**src/rtl/piano_pkg.sv**
```systemverilog
// Shared definitions for the piano-tiles input path: lane ids, judge states, hit ceiling.
package piano_pkg;
  localparam logic [2:0] LINE_NONE = 3'd0;
  localparam logic [2:0] LINE_1    = 3'd1;
  localparam logic [2:0] LINE_2    = 3'd2;
  localparam logic [2:0] LINE_3    = 3'd3;
  localparam logic [2:0] LINE_4    = 3'd4;

  localparam logic [7:0] HIT_MAX = 8'd255;

  typedef enum logic [2:0] {
    IDLE, DEBOUNCE, JUDGE, CORRECT_WAIT, WRONG_WAIT, RELEASE
  } judge_state_t;

  // pressed is active-high {key3,key2,key1,key0}; key3 has top priority
  function automatic logic [2:0] encode_keys(input logic [3:0] pressed);
    if (pressed[3])      return LINE_1;
    else if (pressed[2]) return LINE_2;
    else if (pressed[1]) return LINE_3;
    else if (pressed[0]) return LINE_4;
    else                 return LINE_NONE;
  endfunction

  function automatic logic multi_pressed(input logic [3:0] pressed);
    return (pressed & (pressed - 4'd1)) != 4'd0;
  endfunction
endpackage

```
**src/rtl/key_judge_if.sv**
```systemverilog
// Key/tile/handshake bundle between the judge stage and its game-side neighbours.
interface key_judge_if;
  logic       enable;
  logic       key3, key2, key1, key0;
  logic [2:0] target_line_id;
  logic       correct_input_done, incorrect_input_done;
  logic       correct_input_go, incorrect_input_go;
  logic [2:0] pressed_line_id;
  logic [7:0] hit_count;
  logic       fail, busy;

  modport master (
    output enable, key3, key2, key1, key0, target_line_id,
           correct_input_done, incorrect_input_done,
    input  correct_input_go, incorrect_input_go, pressed_line_id,
           hit_count, fail, busy
  );

  modport slave (
    input  enable, key3, key2, key1, key0, target_line_id,
           correct_input_done, incorrect_input_done,
    output correct_input_go, incorrect_input_go, pressed_line_id,
           hit_count, fail, busy
  );
endinterface

```
**src/rtl/key_judge_key_stable_timer.sv**
```systemverilog
// Stable-window counter shared by the press debounce and the release wait.
module key_stable_timer #(
  parameter int DEBOUNCE_CYCLES = 500000,
  parameter int CNT_W           = 20
) (
  input  logic clock,
  input  logic reset,
  input  logic clear,
  input  logic count_en,
  output logic expired
);
  localparam logic [CNT_W-1:0] LAST = CNT_W'(DEBOUNCE_CYCLES - 2);

  logic [CNT_W-1:0] cnt;

  always_ff @(posedge clock) begin
    if (reset || clear) cnt <= '0;
    else if (count_en)  cnt <= cnt + CNT_W'(1);
  end

  // High when the next counted cycle brings the count to DEBOUNCE_CYCLES-1
  assign expired = (cnt == LAST);
endmodule

```
**src/rtl/key_judge.sv**
```systemverilog
// Debounces lane keys, judges the press against the lowest tile, runs one go/done handshake per press.
// Optional build macro: KEY_JUDGE_MULTI_KEY_FAIL_EN (multi-key presses judged wrong, set changes restart debounce).
module key_judge
  import piano_pkg::*;
#(
  parameter int DEBOUNCE_CYCLES = 500000,
  parameter int CNT_W           = 20
) (
  input  logic        clock,
  input  logic        reset,
  key_judge_if.slave  bus
);
  judge_state_t state, state_nxt;
  logic [3:0] pressed;
  logic [2:0] enc, cand, pid;
  logic [7:0] hit;
  logic       fail_q;
  logic       t_clear, t_en, t_expired;
  logic       load_cand, load_pid, clr_pid, inc_hit, set_fail, correct_hit;
`ifdef KEY_JUDGE_MULTI_KEY_FAIL_EN
  logic [3:0] cand_set;
`endif

  assign pressed = ~{bus.key3, bus.key2, bus.key1, bus.key0};
  assign enc     = encode_keys(pressed);

  key_stable_timer #(.DEBOUNCE_CYCLES(DEBOUNCE_CYCLES), .CNT_W(CNT_W)) u_timer (
    .clock(clock), .reset(reset), .clear(t_clear), .count_en(t_en), .expired(t_expired)
  );

  always_comb begin
    state_nxt = state;
    t_clear   = 1'b1;
    t_en      = 1'b0;
    load_cand = 1'b0;
    load_pid  = 1'b0;
    clr_pid   = 1'b0;
    inc_hit   = 1'b0;
    set_fail  = 1'b0;
    correct_hit = (cand == bus.target_line_id) && (bus.target_line_id != LINE_NONE);
`ifdef KEY_JUDGE_MULTI_KEY_FAIL_EN
    if (multi_pressed(pressed)) correct_hit = 1'b0;
`endif
    case (state)
      IDLE: if (bus.enable && !fail_q && enc != LINE_NONE) begin
        load_cand = 1'b1;
        state_nxt = DEBOUNCE;
      end
      DEBOUNCE: begin
        t_clear = 1'b0;
`ifdef KEY_JUDGE_MULTI_KEY_FAIL_EN
        if (!bus.enable || enc == LINE_NONE) state_nxt = IDLE;
        else if (pressed != cand_set) begin
          load_cand = 1'b1;
          t_clear   = 1'b1;
        end else begin
          t_en = 1'b1;
          if (t_expired) state_nxt = JUDGE;
        end
`else
        if (!bus.enable || enc != cand) state_nxt = IDLE;
        else begin
          t_en = 1'b1;
          if (t_expired) state_nxt = JUDGE;
        end
`endif
      end
      JUDGE: begin
        load_pid  = 1'b1;
        state_nxt = correct_hit ? CORRECT_WAIT : WRONG_WAIT;
      end
      CORRECT_WAIT: if (bus.correct_input_done) begin
        inc_hit   = 1'b1;
        state_nxt = RELEASE;
      end
      WRONG_WAIT: if (bus.incorrect_input_done) begin
        set_fail  = 1'b1;
        state_nxt = RELEASE;
      end
      RELEASE: begin
        // Any key still down restarts the window, so a held key never re-triggers
        t_clear = |pressed;
        t_en    = ~|pressed;
        if (~|pressed && t_expired) begin
          clr_pid   = 1'b1;
          state_nxt = IDLE;
        end
      end
      default: state_nxt = IDLE;
    endcase
  end

  always_ff @(posedge clock) begin
    if (reset) begin
      state  <= IDLE;
      cand   <= LINE_NONE;
      pid    <= LINE_NONE;
      hit    <= '0;
      fail_q <= 1'b0;
`ifdef KEY_JUDGE_MULTI_KEY_FAIL_EN
      cand_set <= '0;
`endif
    end else begin
      state <= state_nxt;
      if (load_cand) cand <= enc;
`ifdef KEY_JUDGE_MULTI_KEY_FAIL_EN
      if (load_cand) cand_set <= pressed;
`endif
      if (load_pid)     pid <= cand;
      else if (clr_pid) pid <= LINE_NONE;
      if (inc_hit && hit != HIT_MAX) hit <= hit + 8'd1;
      if (set_fail) fail_q <= 1'b1;
    end
  end

  assign bus.correct_input_go   = (state == CORRECT_WAIT);
  assign bus.incorrect_input_go = (state == WRONG_WAIT);
  assign bus.pressed_line_id    = pid;
  assign bus.hit_count          = hit;
  assign bus.fail               = fail_q;
  assign bus.busy               = (state != IDLE);
endmodule

```
**src/flat_wrapper.sv**
```systemverilog
// flat-port wrapper written by rule: the top's interface ports become plain ports
module key_judge_flat import piano_pkg::*;
#(
  parameter int DEBOUNCE_CYCLES = 500000,
  parameter int CNT_W           = 20
)
  (clock, reset, bus_enable, bus_key3, bus_key2, bus_key1, bus_key0, bus_target_line_id, bus_correct_input_done, bus_incorrect_input_done, bus_correct_input_go, bus_incorrect_input_go, bus_pressed_line_id, bus_hit_count, bus_fail, bus_busy);
  key_judge_if bus_i ();
  input  logic clock;
  input  logic reset;
  input wire logic [$bits(bus_i.enable)-1:0] bus_enable;
  input wire logic [$bits(bus_i.key3)-1:0] bus_key3;
  input wire logic [$bits(bus_i.key2)-1:0] bus_key2;
  input wire logic [$bits(bus_i.key1)-1:0] bus_key1;
  input wire logic [$bits(bus_i.key0)-1:0] bus_key0;
  input wire logic [$bits(bus_i.target_line_id)-1:0] bus_target_line_id;
  input wire logic [$bits(bus_i.correct_input_done)-1:0] bus_correct_input_done;
  input wire logic [$bits(bus_i.incorrect_input_done)-1:0] bus_incorrect_input_done;
  output wire logic [$bits(bus_i.correct_input_go)-1:0] bus_correct_input_go;
  output wire logic [$bits(bus_i.incorrect_input_go)-1:0] bus_incorrect_input_go;
  output wire logic [$bits(bus_i.pressed_line_id)-1:0] bus_pressed_line_id;
  output wire logic [$bits(bus_i.hit_count)-1:0] bus_hit_count;
  output wire logic [$bits(bus_i.fail)-1:0] bus_fail;
  output wire logic [$bits(bus_i.busy)-1:0] bus_busy;
  assign bus_i.enable = bus_enable;
  assign bus_i.key3 = bus_key3;
  assign bus_i.key2 = bus_key2;
  assign bus_i.key1 = bus_key1;
  assign bus_i.key0 = bus_key0;
  assign bus_i.target_line_id = bus_target_line_id;
  assign bus_i.correct_input_done = bus_correct_input_done;
  assign bus_i.incorrect_input_done = bus_incorrect_input_done;
  assign bus_correct_input_go = bus_i.correct_input_go;
  assign bus_incorrect_input_go = bus_i.incorrect_input_go;
  assign bus_pressed_line_id = bus_i.pressed_line_id;
  assign bus_hit_count = bus_i.hit_count;
  assign bus_fail = bus_i.fail;
  assign bus_busy = bus_i.busy;
  key_judge #(.DEBOUNCE_CYCLES(DEBOUNCE_CYCLES), .CNT_W(CNT_W)) u_core (.clock(clock), .reset(reset), .bus(bus_i));
endmodule
```
**config.mk**
```make
export PLATFORM = sky130hd
export DESIGN_NAME = key_judge_flat
export DESIGN_NICKNAME = d
export VERILOG_FILES = /design/src/rtl/piano_pkg.sv /design/src/rtl/key_judge_if.sv /design/src/rtl/key_judge_key_stable_timer.sv /design/src/rtl/key_judge.sv /design/src/flat_wrapper.sv
export SDC_FILE = /design/constraint.sdc
export NUM_CORES = 1
export LEC_CHECK = 0
export CORE_ASPECT_RATIO = 0.9
export CORE_UTILIZATION = 35
export CTS_CLUSTER_DIAMETER = 50
export DETAILED_ROUTE_END_ITERATION = 16
export SLEW_MARGIN = 40
export SYNTH_ARGS = -nofsm -noshare
export SYNTH_HDL_FRONTEND = slang
export SYNTH_SLANG_ARGS = --single-unit
```
**constraint.sdc**
```tcl
create_clock -name clock -period 4.8 [get_ports clock]
set_clock_uncertainty 0.1 [all_clocks]
set_input_delay 1.2 -clock clock [delete_from_list [all_inputs] [get_ports clock]]
set_output_delay 1.2 -clock clock [all_outputs]
set_load 0.01 [all_outputs]
```
==> results of run 1 <==
## metrics by stage
| stage | instance area (sq um) | worst slack, ns | util [%] | hold WS, ns |
|---|---|---|---|---|
| finish | 2420 | 1.20 | 44.8 | 0.368 |
| detailed placement | 2350 | 0.941 | 43.4 | 0.363 |
| global placement | 2350 | 1.01 | 43.4 | 0.365 |
| CTS | 2420 | 1.20 | 44.8 | 0.373 |
| global route | 2420 | 1.03 | 44.8 | 0.397 |
| floorplan | 2030 | 1.81 | - | 0.371 |
## cell families after synthesis
group / count (synthesis) / share of synthesized area [%]
AOI/OAI and AO/OA: 34 / 11.0
xor gates and xnor gates: 26 / 11.2
adders and majority gates: 3 / 1.85
buffers and inverters: 13 / 2.41
DFF: 38 / 37.5
muxes: 2 / 0.987
and+or+nand+nor: 130 / 35.0
## worst max-delay path, cell delays in order
cell and delay, ns:
clkdlybuf4s50_1 0.55, a21boi_0 0.36, xnor2_1 0.23, a21oi_2 0.26
or4_4 0.62, or3_1 0.32, a21oi_1 0.15
## final cells by class
type,count,area (sq um),share of cell area [%]
clock buffer,5,68.8,2.84
clock inverter,2,10.0,0.413
inverter,4,15.0,0.619
multi-input combinational,195,1220,50.3
sequential,38,761,31.4
tap,67,83.8,3.46
timing repair buffer,27,268,11.0
## sequential cells by signal, summed over array words and instances, names as in the netlist
name	count
u_core.u_timer.cnt	20
u_core.bus.hit_count	8
u_core.bus.pressed_line_id	3
u_core.cand	3
u_core.state	3
u_core.bus.fail	1
## layer usage
layer	global-route usage, %	share of wire [%]	vias to the layer above
met1	21.2	53	850
met3	3.31	3.3	2
li1	-	-	933
met4	4.29	0.69	0
met2	22.9	43	30
met5	0	0	-
## layout by cell type, fill, tap and decap left out, types with 2 or more instances in the layout
master / Yosys / final
inv_1: 4 / 4
nor4b_1: 10 / 10
and2_1: 2 / 2
ha_1: 3 / 3
and3_1: 3 / 3
nor3_1: 4 / 4
nor4_1: 8 / 8
nor4bb_1: 3 / 3
mux2i_1: 2 / 2
or3_1: 6 / 6
nand4_1: 9 / 9
nand3_1: 12 / 12
nand2b_1: 4 / 4
clkinv_2: 0 / 2
dfxtp_1: 38 / 38
xnor2_1: 19 / 19
clkbuf_8: 0 / 5
clkdlybuf4s50_1: 0 / 26
a21o_1: 2 / 2
and4b_1: 2 / 2
a21oi_1: 17 / 17
o21ai_0: 3 / 3
nand2_1: 21 / 21
nor2_1: 38 / 38
nand3b_1: 2 / 2
xor2_1: 7 / 7
## worst min path at each step
stage / startpoint / endpoint / slack, ns
2_1_floorplan: u_core.u_timer.cnt[11]$_SDFFE_PP0P_ / u_core.u_timer.cnt[11]$_SDFFE_PP0P_ / 0.37
3_3_place_gp: u_core.bus.pressed_line_id[2]$_SDFFE_PP0P_ / u_core.bus.pressed_line_id[2]$_SDFFE_PP0P_ / 0.37
3_5_place_dp: u_core.bus.pressed_line_id[1]$_SDFFE_PP0P_ / u_core.bus.pressed_line_id[1]$_SDFFE_PP0P_ / 0.36
4_1_cts: u_core.bus.pressed_line_id[1]$_SDFFE_PP0P_ / u_core.bus.pressed_line_id[1]$_SDFFE_PP0P_ / 0.37
5_1_grt: u_core.bus.pressed_line_id[1]$_SDFFE_PP0P_ / u_core.bus.pressed_line_id[1]$_SDFFE_PP0P_ / 0.40
6_report: u_core.bus.pressed_line_id[1]$_SDFFE_PP0P_ / u_core.bus.pressed_line_id[1]$_SDFFE_PP0P_ / 0.37
## power by group through the flow
stage,Sequential [uW],Combinational [uW],Clock [uW]
floorplan,329,46.0,0
global placement,333,66.1,0
detailed placement,333,66.0,0
CTS,326,66.1,216
global route,327,73.3,231
finish,326,66.0,206
==> run summary, run 1 <==
largest net degree at the start of global routing - 22
H-tree levels - 2
crit path time final - 3.60 ns
CTS Buf Count - 5
R2R setup slack - 2.15 ns
worst skew pair latency - 0.28 ns
final setup vio count - 0
Hold/Removal Path Class - reg2reg
Synth Instances - 246
final setup TNS - 0 ns
share of layout cells above drive strength 1 - 5.54%
layout net count - 286
Yosys top cell by area - dfxtp_1
area share of the largest cell type after synthesis - 37.5%
synthesis-stage register bit count - 38
RSZ-0062 raised after global routing - false
post-synth cell types - 42
Ant. Diodes - 0
Reg2Reg Capture Point - u_core.u_timer.cnt[11]$_SDFFE_PP0P_
status - finished clean
worst slew pin tran - 0.796 ns
Hold Path Depth - 2
ys flop type - dfxtp_1
clock share of power - 34.4%
final period utilization - 75.0%
max cap viols - 0
Post-Layout Cell Count - 338
Power Total - 598 uW
CP startpoint - bus_key3
DR vias/cell - 5.37
Synth Area per Inst - 8.24 sq um
Syn Std Cell Area - 0.00203 sq mm
vias in the first global route - 1,582
Flop pwr share - 54.5%
Post-CTS Setup Inserts - 0
first-pass GRT wire length - 7170 um
Reg2Reg Depth - 5
clk root buf - clkbuf_8
critical path endpoint - u_core.u_timer.cnt[11]$_SDFFE_PP0P_
DIE AREA - 0.00610 sq mm
Area contributors post-synth - dfxtp_1 38%, xnor2_1 8.2%, nor2_1 7.0%
# rows - 25
Post-synth EDFFs - 0
sequential share of the synthesized area - 37.5%
Starting DRT DRC Count - 74
Slew Limit Fails - 0
CTS Sinks - 38
CTS clk-pin slew, worst paths - 0.07 ns
Starting Density - 37.5%
f_max - 278 MHz
combinational share of power - 11.0%
Gates resized, CTS repair - 0
most frequent cells after synthesis - 38 x dfxtp_1, 38 x nor2_1, 21 x nand2_1, 19 x xnor2_1, 17 x a21oi_1
P_int - 445 uW
Area Growth Syn to Fin - 19.6%
Relative slew margins - 46.4%
Worst Path Max Fanout - 18
hpwl dp - 3090 um
PortBufs - 26
routability cong. - 0.829
PwrDens - 246 mW/mm^2
chip width - 82.2 um
synth warn - 0
Inst Count DP - 331
WS Path Type - in2reg
per-cell routed wire length - 12.9 um
CTS tree - built
sw frac - 25.5%
core area - 0.00541 sq mm
Synth Net Count - 261
IO Pins - 27
share of flip-flops with an asynchronous set or reset - 0%
DR vias - 1,815
remaining antenna violation count - 0
first-pass detailed-route iteration total - 4
Final Hold Viols - 0
crit path DAT - 3.69 ns
grt ovf - 0
final WL - 4360 um
antenna violations before repair - 0
CTS max path bufs - 2
Worst R2R Start - u_core.state[0]$_SDFFE_PP0P_
Crit. End Element - flop
Die H - 74.2 um
Switch Pwr - 152 uW
Residual DRC - 0
Leak - 0.000761 uW
gr usage total - 15.0%
Worst Path Required - 4.89 ns
type of origin of the critical path - input pin
Worst VDD drop - 0.000153 V
Post-CTS Hold Fix Bufs - 0
Filler cells - 539
Note: power is estimated with default switching activity, not from simulation.
==> inputs of run 2 (changes only) <==
clock period = 3.1 ns   (was 4.8 ns; I/O delays follow)
==> run 2 against run 1 <==
Combinational power up 85%. Sequential share of layout area down 1.7 points. Register-to-register slack worse by 1.3 ns. Power up 76%. Cell area up 5.8%. Hold slack better by 0.0098 ns. Final cell count up 4.4%. Largest power group unchanged. Die area unchanged. Largest cell class unchanged. Routed wire length up 4.6%. Via count up 0.44%. Critical path depth up 1.
==> run summary, run 2 (synthesis gave the netlist of run 1 again) <==
routability cong. - 0.762 (-8.0%)
DIE AREA - 0.00610 sq mm (unchanged)
Filler cells - 558 (+3.5%)
Starting Density - 37.5% (unchanged)
first-pass GRT wire length - 7710 um (+7.5%)
largest net degree at the start of global routing - 21 (-4.5%)
# rows - 25 (unchanged)
Residual DRC - 0 (unchanged)
per-cell routed wire length - 12.9 um (+0.19%)
worst skew pair latency - 0.29 ns (about the same)
grt ovf - 0 (unchanged)
crit path time final - 2.79 ns
final WL - 4560 um (+4.6%)
status - finished clean
Finished Cell Area - 0.00256 sq mm (+5.8%)
Final Hold Viols - 0 (unchanged)
PortBufs - 26 (unchanged)
Power Total - 1050 uW (+76%)
Ant. Diodes - 0 (unchanged)
WS Path Type - in2reg
Leak - 0.000834 uW (+9.6%)
Post-CTS Hold Fix Bufs - 0 (unchanged)
f_max - 359 MHz
Starting DRT DRC Count - 102 (+38%)
type of origin of the critical path - input pin
Post-CTS Setup Inserts - 0 (unchanged)
Relative slew margins - 69.9% (+23 points)
number of flip-flops in the largest register - 20 (unchanged)
max cap viols - 0 (unchanged)
RSZ-0062 raised after global routing - false
DP Area - 0.00245 sq mm (+4.5%)
final setup vio count - 0 (unchanged)
crit path DAT - 2.90 ns (-0.79 ns)
first-pass detailed-route iteration total - 4 (unchanged)
CTS Sinks - 38 (unchanged)
vias in the first global route - 1,657 (+4.7%)
Slowest Stage Delay on Critical Path - 0.54 ns (-0.08 ns)
CP max stage cell - or4_4
antenna violations before repair - 0 (unchanged)
Worst Path Max Fanout - 5 (-13)
worst slew pin tran - 0.450 ns (-0.346 ns)
core area - 0.00541 sq mm (unchanged)
Post-Layout Cell Count - 353 (+4.4%)
Die H - 74.2 um (unchanged)
DR vias/cell - 5.16 (-3.8%)
layout net count - 300 (+4.9%)
Worst Path Required - 3.21 ns (-1.68 ns)
CTS clk-pin slew, worst paths - 0.08 ns (about the same)
Hold/Removal Path Class - reg2reg
most frequent cells in the layout - 38 x nor2_1, 38 x dfxtp_1, 26 x clkdlybuf4s50_1
worst hold margin - 0.378 ns (+0.00980 ns)
CTS tree - built
Slew Limit Fails - 0 (unchanged)
CP Cell Sequence - clkdlybuf4s50_1 > a21boi_0 > buf_4 > xnor2_1 > a21oi_2 > or4_4 > or3_1 > a21oi_1
PwrDens - 409 mW/mm^2 (+66%)
Crit. End Element - flop
Worst VDD drop - 0.000286 V (+87%)
Area Growth Syn to Fin - 26.5%
clk root buf - clkbuf_8
CTS max path bufs - 2 (unchanged)
DR vias - 1,823 (+0.44%)
IO Pins - 27 (unchanged)
Reg with most FFs - u_core.u_timer.cnt
Inst Count DP - 345 (+4.2%)
gr usage total - 16.5% (+1.4 points)
CTS Buf Count - 5 (unchanged)
final period utilization - 89.9%
share of layout cells above drive strength 1 - 10.5% (+5.0 points)
remaining antenna violation count - 0 (unchanged)
chip width - 82.2 um (unchanged)
H-tree levels - 2 (unchanged)
Gates resized, CTS repair - 0 (unchanged)
hpwl dp - 3370 um (+9.0%)
-- run 2: report_power, final --
part / switching, uW / internal [uW] / leakage, uW
Combinational: 62.2 / 59.4 / 0.000477
Clock: 185 / 239 / 0.0000504
Sequential: 11.8 / 493 / 0.000307
-- run 2: worst max-delay path, delay by kind of cell --
kind	cells	cell delay [ns]
xor+xnor	1	0.15
simple gates	2	0.85
buf+inv	2	0.68
compound gates	3	0.45
-- run 2: layout make-up --
| class | count | area [sq um] | share of cell area, % |
|---|---|---|---|
| Clock buffer | 5 | 68.8 | 2.68 |
| Multi-Input combinational cell | 195 | 1220 | 47.5 |
| Inverter | 4 | 15.0 | 0.585 |
| Tap cell | 67 | 83.8 | 3.27 |
| Clock inverter | 3 | 45.0 | 1.76 |
| Timing Repair Buffer | 41 | 373 | 14.5 |
| Sequential cell | 38 | 761 | 29.7 |
-- run 2: metal layers --
| layer | track usage (%) | share of wire, % |
|---|---|---|
| met1 | 24.2 | 55 |
| met2 | 23.6 | 42 |
| met3 | 3.31 | 2.1 |
| met4 | 5.85 | 0.75 |
| met5 | 0 | 0 |
-- run 2: final timing paths --
path	slack, ns	endpoint	cells past startpoint	from
min reg2reg	0.38	u_core.bus.pressed_line_id[1]$_SDFFE_PP0P_	2	u_core.bus.pressed_line_id[1]$_SDFFE_PP0P_
max	0.31	u_core.u_timer.cnt[11]$_SDFFE_PP0P_	8	bus_key3
min	0.38	u_core.bus.pressed_line_id[1]$_SDFFE_PP0P_	2	u_core.bus.pressed_line_id[1]$_SDFFE_PP0P_
max reg2reg	0.87	u_core.u_timer.cnt[11]$_SDFFE_PP0P_	6	u_core.state[0]$_SDFFE_PP0P_
-- run 2: stage by stage --
stage	util, %	TNS [ns]	setup WS [ns]
6_report	47.4	0	0.312
3_3_place_gp	45.3	0	0.0156
2_1_floorplan	-	0	0.534
3_5_place_dp	45.3	-0.0215	-0.0215
5_1_grt	47.4	0	0.180
4_1_cts	47.4	0	0.297
==> RTL edit 1 (settings of run 2) <==
Re-encode `judge_state_t` (6 states) as one-hot, 6 bits wide.
--- a/src/rtl/piano_pkg.sv
+++ b/src/rtl/piano_pkg.sv
@@ -8,8 +8,8 @@
 
   localparam logic [7:0] HIT_MAX = 8'd255;
 
-  typedef enum logic [2:0] {
-    IDLE, DEBOUNCE, JUDGE, CORRECT_WAIT, WRONG_WAIT, RELEASE
+  typedef enum logic [5:0] {
+    IDLE = 6'b000001, DEBOUNCE = 6'b000010, JUDGE = 6'b000100, CORRECT_WAIT = 6'b001000, WRONG_WAIT = 6'b010000, RELEASE = 6'b100000
   } judge_state_t;
 
   // pressed is active-high {key3,key2,key1,key0}; key3 has top priority
Function: same outputs for any inputs over 10 cycles, from zero or initial values and one cycle with reset high; not proved beyond that.
==> RTL edit 1 against run 2 <==
  * Non-clock buffer count is 1 lower
  * Sequential cell count is 3 higher
  * Wire length is 2.2% lower
  * Total power is 2.7% lower
  * Final area is 0.49% higher
  * Setup slack worse by 0.069 ns
  * Area after synthesis is 0.86% higher
  * Critical path depth is 4 lower
  * Highest routed layer unchanged
==> RTL edit 1: results (changes against run 2) <==
* NonClk Buf Share at 14.1% (-0.41 points)
* Reg2reg start: u_core.state[0]
* NumNets Final at 294 (-2.0%)
* Final period util at 92.2% (+2.2 points)
* Via/cell ratio at 5.31 (+2.8%)
* LEAKAGE at 0.000880 uW (+5.5%)
* Hold_ws at 0.391 ns (+0.0131 ns)
* Multi-input gate area at 1170 um^2 (-4.2%)
* Status: finished clean
* Biggest register: u_core.u_timer.cnt
* Hold Path End: u_core.u_timer.cnt[19]
* Post-synth top cells: dfxtp_1 (41), nor2_1 (36), a21oi_1 (23), xor2_1 (13), nand2_1 (11)
* DR pass1 iterations at 5 (+1)
* Adder-cell share of the synthesized area at 1.83% (-0.016 points)
* Max_slew headroom at 57.5% (-12 points)
* End of the critical path: bus_correct_input_go
* Pre-CTS WS at -0.0564 ns (-0.0349 ns)
* Worst Min Path Start: u_core.u_timer.cnt[19]
* CTS Sinks at 41 (+7.9%)
* Number of distinct library cells after synthesis at 45 (+7.1%)
* Final setup viols at 0 (unchanged)
* Post-synthesis xor/xnor area fraction at 7.28% (-3.9 points)
* Total GRT Usage at 15.4% (-1.1 points)
* DRT Wirelength at 4460 um (-2.2%)
* Worst r2r dst: u_core.bus.hit_count[7]
* Signal buffers at 40 (-2.4%)
* Postcts setup bufs at 0 (unchanged)
* Sw Share at 21.7% (-3.0 points)
* Seq/total area at 31.8% (+2.2 points)
* Vias in the first global route at 1561 (-5.8%)
* First-pass GRT wire length at 7200 um (-6.6%)
* GPL Wtd Cong at 0.752 (-1.3%)
* Dominant cells by area after synthesis: dfxtp_1 (40%), nor2_1 (6.6%), a21oi_1 (5.6%)
* Setup crit start: u_core.state[0]
* Sequential area share after synthesis at 40.1% (+2.6 points)
* Multi-input gate count at 182 (-6.7%)
* Post-CTS Resized at 1 (+1)
* Fillcell total at 588 (+5.4%)
* Synth Area in Compound Gates at 16.9% (+6.0 points)
* Max clock buf depth at 2 (unchanged)
* Seq group at 537 uW (+6.5%)
* Initial antenna violation count at 0 (unchanged)
* Clock network fraction of design power at 41.0% (+0.6 points)
* Dpl hpwl at 3270 um (-2.9%)
* Worst-skew pair later-pin latency at around 0.30 ns
* Layout cells sized above 1 at 10.8% (+0.26 points)
* Inverters at 9 (+5)
* Register-to-Register Setup Slack at 0.69 ns (-0.18 ns)
* Crit path DAT at 1.98 ns (-0.92 ns)
* CP max FO at 5 (unchanged)
* # port buffers at 26 (unchanged)
* Peak supply drop at 0.198 mV (-31%)
* Initial detailed-routing violation count at 105 (+2.9%)
* Hold crit path type: register to register
* Clk cell area share at 4.03% (-0.41 points)
* Post-Synthesis Net Count at 253 (-3.1%)
* Mux cell area share after synthesis at 0.489% (-0.50 points)
* Yosys warnings at 0 (unchanged)
-- RTL edit 1: changes by cell type in the layout (fill, tap and decap cells not counted), moves of 7 or more --
cell | before | now
xnor2_1 | 19 | 4
nand2_1 | 21 | 11
nand3_1 | 12 | 4
nor4b_1 | 10 | 2
nor4_1 | 8 | 1
or4_1 | 0 | 7
-- RTL edit 1: layer usage --
metal | wire (um) | vias to the layer above | track usage, %
li1 | - | 954 | -
met1 | 2370 | 861 | 22.5
met2 | 1860 | 30 | 21.8
met3 | 172 | 7 | 3.68
met4 | 55 | 0 | 5.75
met5 | 0 | - | 0
-- RTL edit 1: metrics by stage --
stage | power (uW) | cell area [um^2] | std cells
after global placement | 616 | 2470 | 342
after global routing | 1070 | 2580 | 349
after floorplan | 582 | 2050 | 238
final | 1020 | 2580 | 349
after CTS | 1030 | 2580 | 349
after detailed placement | 616 | 2470 | 342
==> RTL edit 2 (settings of run 2) <==
Without the edit above. Build with the macro `KEY_JUDGE_MULTI_KEY_FAIL_EN` defined.
--- a/src/rtl/key_judge.sv
+++ b/src/rtl/key_judge.sv
@@ -1,5 +1,7 @@
 // Debounces lane keys, judges the press against the lowest tile, runs one go/done handshake per press.
 // Optional build macro: KEY_JUDGE_MULTI_KEY_FAIL_EN (multi-key presses judged wrong, set changes restart debounce).
+`define KEY_JUDGE_MULTI_KEY_FAIL_EN
+
 module key_judge
   import piano_pkg::*;
 #(
Behaviour: not the same (Yosys sat finds a counterexample within 4 cycles, from zero or initial values and one cycle with reset high).
==> RTL edit 2 against run 2 <==
  * The run now ends with design-rule violations left
  * Cell count grew 1.1%
  * Clock power shrank 20%
  * Maximum frequency grew 0.24%
  * Wire length shrank 1.6%
  * Critical path depth shrank 5
  * Setup slack gained 0.0066 ns
  * Area after synthesis grew 6.7%
  * Sequential cell count grew 4
  * Total power grew 6.1%
  * Final area grew 1.3%
  * Die area grew 6.5%
  * Critical path type is now register to primary output
  * Highest routed layer unchanged
==> RTL edit 2: results (changes against run 2) <==
* Synth Area in Compound Gates at 15.1% (+4.1 points)
* Crit path DAT at 1.91 ns (-0.99 ns)
* Dpl cell area at 2510 um^2 (+2.6%)
* Post-synthesis xor/xnor area fraction at 9.31% (-1.9 points)
* Worst r2r dst: u_core.cand[0]
* Register-to-Register Setup Slack at 0.96 ns (+0.09 ns)
* Adder-cell share of the synthesized area at 1.74% (-0.12 points)
* Reg2reg start: u_core.state[0]
* Largest net degree at the start of global routing at 23 (+9.5%)
* Clock H-tree levels at 2 (unchanged)
* Biggest register: u_core.u_timer.cnt
* Vias in the first global route at 1671 (+0.84%)
* First-pass GRT wire length at 8020 um (+4.1%)
* M1 wire length at 2420 um (-3.2%)
* Most used flip-flop cell after synthesis: dfxtp_1
* Post-Synthesis Net Count at 275 (+5.4%)
* Number of distinct library cells after synthesis at 47 (+12%)
* Routed wl met2 at 1850 um (-4.3%)
* Ant diodes at 0 (unchanged)
* Failing checks: design-rule violations
* Initial detailed-routing violation count at 178 (+75%)
* Drt wl/cell at 12.6 um (-2.7%)
* Max reg flops at 20 (unchanged)
* Met3 Wirelength at 184 um (+94%)
* Dominant cells by area after synthesis: dfxtp_1 (39%), xnor2_1 (6.9%), nor2_1 (6.1%)
* Fillcell total at 599 (+7.3%)
* CTS root buffer: clkbuf_8
* Drt drc at 1 (+1)
* Post-synth top cells: dfxtp_1 (42), nor2_1 (35), a21oi_1 (20), xnor2_1 (17), nand3_1 (16)
* Yosys warnings at 0 (unchanged)
* Peak supply drop at 0.194 mV (-32%)
* LEAKAGE at 0.000845 uW (+1.3%)
* Num CTS Buffers at 5 (unchanged)
* CP max FO at 11 (+6)
* R2r worst-path depth at 7 (+1)
* Initial antenna violation count at 0 (unchanged)
* Hold Path End: u_core.bus.pressed_line_id[1]
* Met3 Resource Use GR at 3.36% (+0.046 points)
* DR pass1 iterations at 10 (+6)
* NumNets Final at 303 (+1.0%)
* Hold crit path type: register to register
* # port buffers at 26 (unchanged)
* Total GRT Usage at 15.0% (-1.5 points)
* Post-CTS Resized at 0 (unchanged)
* Status: finished, violations left
* Actual slew at the worst max-slew pin at 0.501 ns (+0.0509 ns)
* Met2 usage at 21.5% (-2.1 points)
* M1 GR Usage at 22.4% (-1.7 points)
* Vias at 1882 (+3.2%)
* Clk slew on worst S/H paths at 0.08 ns (about the same)
* Max clock buf depth at 2 (unchanged)
* Hold Path Cell Cnt at 2 (unchanged)
* Sequential area share after synthesis at 38.9% (+1.4 points)
* GPL Wtd Cong at 0.778 (+2.0%)
* Mux cell area share after synthesis at 0.925% (-0.062 points)
* Worst Min Path Start: u_core.bus.pressed_line_id[1]
* Layout cells sized above 1 at 7.32% (-3.2 points)
* Max Used Layer: met4
* Hold_ws at 0.373 ns (-0.00466 ns)
* Dpl hpwl at 3260 um (-3.2%)
[RTL edit 2: cell types whose count changed after synthesis, moves of 3 or more]
cell / change
nor4b_1: -9
nand2_1: -8
nor3_1: +8
a211oi_1: +7
buf_2: +6
dfxtp_1: +4
nand3_1: +4
o21ai_0: +4
a21oi_1: +3
nor2_1: -3
nor4_1: -3
[RTL edit 2: worst max-delay path, cell delays in order (launching register included)]
cell and delay (ns):
dfxtp_1 0.53, inv_1 0.21, nor3_1 0.30, clkdlybuf4s50_1 0.59
[RTL edit 2: worst max-delay path by stage]
| stage | from | end | slack, ns |
|---|---|---|---|
| 5_1_grt | u_core.state[2] | bus_incorrect_input_go | 0.13 |
| 6_report | u_core.state[2] | bus_incorrect_input_go | 0.32 |
| 3_3_place_gp | bus_key1 | u_core.u_timer.cnt[17] | 0.14 |
| 2_1_floorplan | bus_key1 | u_core.u_timer.cnt[13] | 0.64 |
| 4_1_cts | u_core.state[2] | bus_incorrect_input_go | 0.30 |
| 3_5_place_dp | bus_key1 | u_core.u_timer.cnt[19] | 0.07 |
[RTL edit 2: area by class of cell]
class,count,area (um^2),area share [%]
clock buffers,6,82.6,3.18
well taps,70,87.6,3.37
multi-input cells,198,1230,47.3
repair buffers,37,343,13.2
inverters,4,15.0,0.578
flip-flops and latches,42,841,32.4
[RTL edit 2: through the flow]
stage	cells	utilization [%]	setup slack (ns)	power, uW
after floorplan	260	-	0.642	719
after global placement	351	43.2	0.141	787
after detailed placement	351	43.2	0.0743	788
after CTS	357	44.6	0.304	1130
after global routing	357	44.6	0.134	1180
final	357	44.6	0.318	1110
[RTL edit 2: power breakdown]
part	switching, uW	internal (uW)	total (uW)
sequential	22.8	558	581
clock	168	172	340
combinational	105	88.4	194
